**src/rtl/vedic_pkg.sv**
```systemverilog
// Shared widths and operand/product types for the Vedic multiplier slice.
package vedic_pkg;
   localparam int VEDIC_W = 8;
   localparam int PROD_W  = 2 * VEDIC_W;

   typedef logic [VEDIC_W-1:0] vop_t;
   typedef logic [PROD_W-1:0]  vprod_t;
endpackage

```
**src/rtl/vedic_mul_4bit.sv**
```systemverilog
// Combinational 4x4 Urdhva-Tiryagbhyam block built from four 2x2 cells.
module vedic_mul_4bit (
   input  logic [3:0] a_i,
   input  logic [3:0] b_i,
   output logic [7:0] q_o
);
   // 2x2 cell: one AND for bit 0, then two half adders.
   function automatic logic [3:0] mul2(input logic [1:0] a, input logic [1:0] b);
      logic       c1;
      logic [3:0] q;
      q[0] = a[0] & b[0];
      q[1] = (a[1] & b[0]) ^ (a[0] & b[1]);
      c1   = (a[1] & b[0]) & (a[0] & b[1]);
      q[2] = (a[1] & b[1]) ^ c1;
      q[3] = (a[1] & b[1]) & c1;
      return q;
   endfunction

   logic [3:0] p0, p1, p2, p3;
   logic [5:0] s;

   always_comb begin
      p0 = mul2(a_i[1:0], b_i[1:0]);
      p1 = mul2(a_i[3:2], b_i[1:0]);
      p2 = mul2(a_i[1:0], b_i[3:2]);
      p3 = mul2(a_i[3:2], b_i[3:2]);
      s  = {2'b00, p1} + {2'b00, p2} + {4'b0000, p0[3:2]};
      // Upper nibble sum is self-determined 4 bits; the product cannot exceed 8 bits.
      q_o = {p3 + s[5:2], s[1:0], p0[1:0]};
   end
endmodule

```
**src/rtl/vedic_multiplier_8bit.sv**
```systemverilog
// Registered 8x8 unsigned Vedic multiplier: four 4x4 blocks plus recombination adders.
module vedic_multiplier_8bit
   import vedic_pkg::*;
#(
   parameter int DATA_WIDTH = 8
) (
   input  logic        clk,
   input  logic        rst,
   input  logic        inValid,
   input  logic [7:0]  inData_A,
   input  logic [7:0]  inData_B,
   output logic        outValid,
   output logic [15:0] outData_C
);
   if (DATA_WIDTH != VEDIC_W) begin : g_bad_width
      $error("vedic_multiplier_8bit supports DATA_WIDTH=8 only");
   end

   logic [7:0]  p0, p1, p2, p3;
   logic [11:0] s;
   vprod_t      prod_d, prod_q;
   logic        vld_q;

   vedic_mul_4bit u_ll (.a_i(inData_A[3:0]), .b_i(inData_B[3:0]), .q_o(p0));
   vedic_mul_4bit u_hl (.a_i(inData_A[7:4]), .b_i(inData_B[3:0]), .q_o(p1));
   vedic_mul_4bit u_lh (.a_i(inData_A[3:0]), .b_i(inData_B[7:4]), .q_o(p2));
   vedic_mul_4bit u_hh (.a_i(inData_A[7:4]), .b_i(inData_B[7:4]), .q_o(p3));

   always_comb begin
      s      = {4'h0, p1} + {4'h0, p2} + {8'h00, p0[7:4]};
      prod_d = {p3 + s[11:4], s[3:0], p0[3:0]};
   end

   // Product register only loads on valid, so idle-cycle operands never reach the output.
   always_ff @(posedge clk) begin
      if (rst) begin
         prod_q <= '0;
         vld_q  <= 1'b0;
      end else begin
         vld_q <= inValid;
         if (inValid) prod_q <= prod_d;
      end
   end

   assign outData_C = prod_q;
   assign outValid  = vld_q;
endmodule

```
**config.mk**
```make
export PLATFORM = sky130hd
export DESIGN_NAME = vedic_multiplier_8bit
export DESIGN_NICKNAME = d
export VERILOG_FILES = /design/src/rtl/vedic_pkg.sv /design/src/rtl/vedic_mul_4bit.sv /design/src/rtl/vedic_multiplier_8bit.sv
export SDC_FILE = /design/constraint.sdc
export NUM_CORES = 1
export LEC_CHECK = 0
export ABC_AREA = 1
export BUFFER_PORTS_ARGS = -buffer_cell sky130_fd_sc_hd__buf_4
export CAP_MARGIN = 20
export CORE_ASPECT_RATIO = 0.8
export CORE_MARGIN = 10
export CORE_UTILIZATION = 55
export DETAILED_ROUTE_END_ITERATION = 16
export HOLD_SLACK_MARGIN = 0.02
export PLACE_DENSITY = 0.78
export SYNTH_ARGS = -nofsm -noshare
export SYNTH_HDL_FRONTEND = slang
export SYNTH_SLANG_ARGS = --single-unit
```
**constraint.sdc**
```tcl
create_clock -name clk -period 5.9 [get_ports clk]
set_input_delay 0.295 -clock clk [delete_from_list [all_inputs] [get_ports clk]]
set_output_delay 0.295 -clock clk [all_outputs]
set_load 0.02 [all_outputs]
```
### Word-level counts from Yosys, hierarchy flattened

Cells that the tools add are included.

* flip-flop bits (word level): 17
* bits of input ports: 19
* output and inout port bits: 17

* add/sub/neg operators: 15
* bitwise operators: 128

Operator list (count)
* 1-bit AND: 96
* 1-bit XOR: 32
* 6-bit by 2-bit adder with 6-bit output: 4
* 4-bit by 4-bit adder with 5-bit output: 4
* 4-bit adder: 4
* 9-bit by 4-bit adder with 10-bit output: 1
* 8-bit by 8-bit adder with 9-bit output: 1
* 8-bit by 6-bit adder with 8-bit output: 1

### Depth between registers and ports, before layout

* depth in word-level cells: 9
* depth in mapped cells: 37

### Hierarchy

Synthesis repeated with hierarchy kept, for this count alone.

* cells, all modules: 533
* area total of the unflattened synthesis: 3616.0 sq um

Modules (own cells, without submodules)
* vedic_mul_4bit: times used 4, cells each 85, area each 553.0 sq um
* vedic_multiplier_8bit: times used 1, cells each 193, area each 1403.8 sq um

### Worst setup path after synthesis

OpenSTA, ideal clock, no wires.

* kind: input to register
* start point: input port inData_A[1]
* end point: register prod_q[14], in the netlist outData_C[14]
* library setup time: 0.115 ns
* data arrival time: 5.522 ns
* data required time: 5.785 ns
* path slack: 0.263 ns
* stages on the path: 30
* cells stage by stage: clkbuf_1 nand2_1 inv_1 ha_1 fa_1 fa_1 xor2_1 inv_1 ha_1 fa_1 inv_1 fa_1 inv_1 ha_1 fa_1 nand3_1 nand2_1 a21oi_1 o21bai_1 xor2_1 inv_1 ha_1 nand3_1 nand3_1 a21oi_1 o21ai_0 nand2_1 nand2_1 o21ai_0 inv_1

* word-level cells in the longest chain between the ends: 9
* elaborated cells on any way between the ends: 32
* those cells by class: add/sub: 9; bitwise: 23

RTL lines
* from (decl): RTL line vedic_multiplier_8bit.sv:10 `input logic [7:0] inData_A,`
* 1-bit AND: RTL line vedic_mul_4bit.sv:12, vedic_mul_4bit.sv:13
* 1-bit AND: RTL line vedic_mul_4bit.sv:13 `c1 = (a[1] & b[0]) & (a[0] & b[1]);`
* 1-bit XOR or 1-bit AND (tied branches): RTL line vedic_mul_4bit.sv:14, vedic_mul_4bit.sv:15
* 4-bit by 4-bit adder with 5-bit output: RTL line vedic_mul_4bit.sv:27 `s = {2'b00, p1} + {2'b00, p2} + {4'b0000, p0[3:2]};`
* 6-bit by 2-bit adder with 6-bit output: RTL line vedic_mul_4bit.sv:27
* 4-bit adder: RTL line vedic_mul_4bit.sv:29 `q_o = {p3 + s[5:2], s[1:0], p0[1:0]};`
* 8-bit by 8-bit adder with 9-bit output: RTL line vedic_multiplier_8bit.sv:30 `s = {4'h0, p1} + {4'h0, p2} + {8'h00, p0[7:4]};`
* 9-bit by 4-bit adder with 10-bit output (*): RTL line vedic_multiplier_8bit.sv:30
* 8-bit by 6-bit adder with 8-bit output (*): RTL line vedic_multiplier_8bit.sv:31 `prod_d = {p3 + s[11:4], s[3:0], p0[3:0]};`
* to (signal assigned): RTL line vedic_multiplier_8bit.sv:41 `if (inValid) prod_q <= prod_d;`
* to (decl): RTL line vedic_multiplier_8bit.sv:21 `vprod_t prod_d, prod_q;`

Mark *: on every way between the ends. The rest lies on a longest branch, timed or not.
A chain may end at the register's enable or synchronous reset.

### Worst setup path after layout

* start point: input port inData_B[0]
* end point: register prod_q[15], in the netlist outData_C[15]

* word-level cells in the longest chain between the ends: 9
* elaborated cells on any way between the ends: 31
* those cells by class: add/sub: 9; bitwise: 22

RTL lines
* from (decl): RTL line vedic_multiplier_8bit.sv:11 `input logic [7:0] inData_B,`
* 1-bit AND: RTL line vedic_mul_4bit.sv:12, vedic_mul_4bit.sv:13
* 1-bit AND: RTL line vedic_mul_4bit.sv:13
* 1-bit XOR or 1-bit AND (tied branches): RTL line vedic_mul_4bit.sv:14, vedic_mul_4bit.sv:15
* 4-bit by 4-bit adder with 5-bit output: RTL line vedic_mul_4bit.sv:27
* 6-bit by 2-bit adder with 6-bit output: RTL line vedic_mul_4bit.sv:27
* 4-bit adder: RTL line vedic_mul_4bit.sv:29
* 8-bit by 8-bit adder with 9-bit output: RTL line vedic_multiplier_8bit.sv:30
* 9-bit by 4-bit adder with 10-bit output (*): RTL line vedic_multiplier_8bit.sv:30
* 8-bit by 6-bit adder with 8-bit output (*): RTL line vedic_multiplier_8bit.sv:31

Marks and branches as above.

==> flow_summary.ini <==
[grt]
globalRouteTotalUtil_pct = 16.5
grt_overflow = 0
grt_pass1_vias = 3217
grt_start_max_net_pins = 21
grt_pass1_wl_um = 14200
antenna_found_initial = 0

[pwr]
power.density_nw_per_um2 = 272
p_seq_share_pct = 14.4
p_switching_uw = 542
combinationalPowerShare_pct = 77.8
power_leakage_nw = 2.65
internal_power_uw = 557
vdd_ir_drop_max_mv = 0.133
swShare_pct = 49.3
clockPowerShare_pct = 7.8

[placement]
dpl_cell_area_um2 = 3920
dp_cells = 630
hpwl_um = 7080
routabilityCongestion = 0.874
numPortBuffers = 35

[timing]
post-route-min-period_ns = 5.61
finalHoldViolations = 0
final-max-slew-violation-count = 0
max_freq_mhz = 178
relSlewSlack_pct = 69.2
skew_ns = 0
period_share_pct = 95.0
fin_hold_ws_ns = 0.270
worst_pin_slew_ns = 0.458
setup_viol = 0

[synth]
ys.warnings.count = 0
synth_seq_area_share_pct = 9.47
yosys.area.top_type = ha_1
synth_top_family_by_area = adder cells
synth.distinct_cells = 22
avgSynthCellArea_um2 = 6.83
synth_compound_area_share_pct = 6.58
syn_nets = 648
synth-simple-area-share_pct = 20.6
ys_seq_elements = 17
syn_inst = 526
synth_area_leaders = ha_1 (30%), inv_1 (13%), nand2_1 (11%), fa_1 (10%), dfxtp_1 (9.5%)
syn-cell-area_um2 = 3590
synthMuxAreaShare_pct = 0
synth-xor-area-share_pct = 8.77
netlist.area_leader.share_pct = 29.6
yosys.area_share.adder_pct = 39.6

[layout]
most-common-layout-cells = inv_1 (122), nand2_1 (106), ha_1 (82)
stdcell_count = 634
drive_gt1_share_pct = 10.4
final_nets = 673
fin_area_um2 = 4040
n_antenna_cell = 0
area_growth_pct = 12.4
final_common_cell = inv_1
finalCoreUtilization_pct = 63.3

[detailed_routing]
routed_wl_um = 8360
drtIter0Drc = 120
wl_per_cell_um = 13.2
first_pass_iters = 4
remaining_drc_errors = 0
postRouteAntennaNets = 0
via_per_inst = 5.07
vias = 3216

[cts]
cts_tree = done
root_buffer = clkbuf_8
htreeDepth = 1
cts_setup_buffers = 0
clk_latency_ns = 0.25
clkSlewWorstSetupHoldPaths_ns = 0.06
cts_sinks = 17
cts.path.max_buffers = 2
cts_inserted_buffers = 3
hold_buffers = 0

[critical_path]
worst_ep_required_time_ns = 6.05
cpPeakStageDelay_ns = 0.53
worst_path_most_repeated_cell = inv_1
start_kind = input pin
reg2reg_slack_ns = 5.23
crit_slowest_cell = fa_1
crit_fanout = 8
cp-end-kind = flip-flop
worstSetupPathType = in2reg
cp.arrival_ns = 5.75

[die]
num_rows = 26
dieWidth_um = 110
core_area_um2 = 6380
die_h_um = 92.3
initial_utilization_pct = 56.4
die_area_um2 = 10200
io_pins = 36

[worst_hold_path]
hold_path_class = in2reg

[flow_run]
cap_violations = 0

[run_status]
outcome = finished, final reports clean
-- worst paths after layout --
| check | from | end | cells after the start |
|---|---|---|---|
| setup reg to reg | outData_C[7] | outData_C[7] | 4 |
| setup / recovery | inData_B[0] | outData_C[15] | 30 |
| hold reg to reg | outData_C[0] | outData_C[0] | 2 |
| hold / removal | rst | outData_C[0] | 2 |
-- registers in the layout, indices dropped and copies added (netlist names) --
| register | count |
|---|---|
| outData_C | 16 |
| outValid | 1 |
-- synth_stat cells, drive strengths merged --
master and n:
xor2 17, inv 122, buf 3, nor3 1
o211ai 1, ha 85, o311ai 1, o21bai 1
dfxtp 17, a21o 1, nand4 3, o21ai 16
or2 1, nand2 108, a21oi 25, nand3 24
xnor2 19, fa 18, clkbuf 17, nor2 46
-- layout make-up --
class | instances | area, µm²
multi-input cells | 367 | 2790
well taps | 84 | 105
flip-flops and latches | 17 | 340
clock buffers | 4 | 45.0
fillers | 593 | 2340
inverters | 122 | 458
repair buffers | 40 | 300
-- worst max-delay path: cells and delay by family --
| family | cells | cell delay [ns] |
|---|---|---|
| fa+ha+maj | 9 | 3.49 |
| simple gates | 10 | 0.78 |
| compound gates | 4 | 0.54 |
| buf+inv | 6 | 0.43 |
| xor+xnor | 1 | 0.21 |
-- through the flow --
| stage | total power, mW | TNS (ns) | setup slack (ns) |
|---|---|---|---|
| CTS | 1.05 | 0 | 0.221 |
| global route | 1.24 | -0.204 | -0.0809 |
| global placement | 0.928 | 0 | 0.0931 |
| floorplan | 0.755 | 0 | 0.263 |
| detailed placement | 0.956 | -0.0272 | -0.0272 |
| finish | 1.10 | 0 | 0.293 |
-- power by group through the flow --
stage / clock (mW) / sequential, mW / combinational [mW]
after CTS: 0.0865 / 0.158 / 0.803
final: 0.0857 / 0.158 / 0.855
after detailed placement: 0 / 0.160 / 0.796
after global placement: 0 / 0.159 / 0.768
after global routing: 0.0916 / 0.161 / 0.986
after floorplan: 0 / 0.192 / 0.564
-- metal layers --
metal,vias to the layer above,part of all wire (%),track usage [%]
li1,1649,-,-
met1,1486,46,22.6
met2,73,46,27.7
met3,8,6.5,1.73
met4,0,0.63,2.35
met5,-,0,0
-- timing repair --
action                                  CTS  global route
endpoints found under the setup margin    0             3
endpoints found under the hold margin     0             0
gates resized for setup                   0            13
-- logic make-up (layout without fill, tap and decap cells) --
family                     Yosys count  after routing
xor gates and xnor gates            36             36
adders and majority gates          103            103
buffers and inverters              142            166
AOI/OAI and AO/OA                   45             45
DFF                                 17             17
and+or+nand+nor                    183            183
No activity file was read; power rests on OpenSTA's default activity.
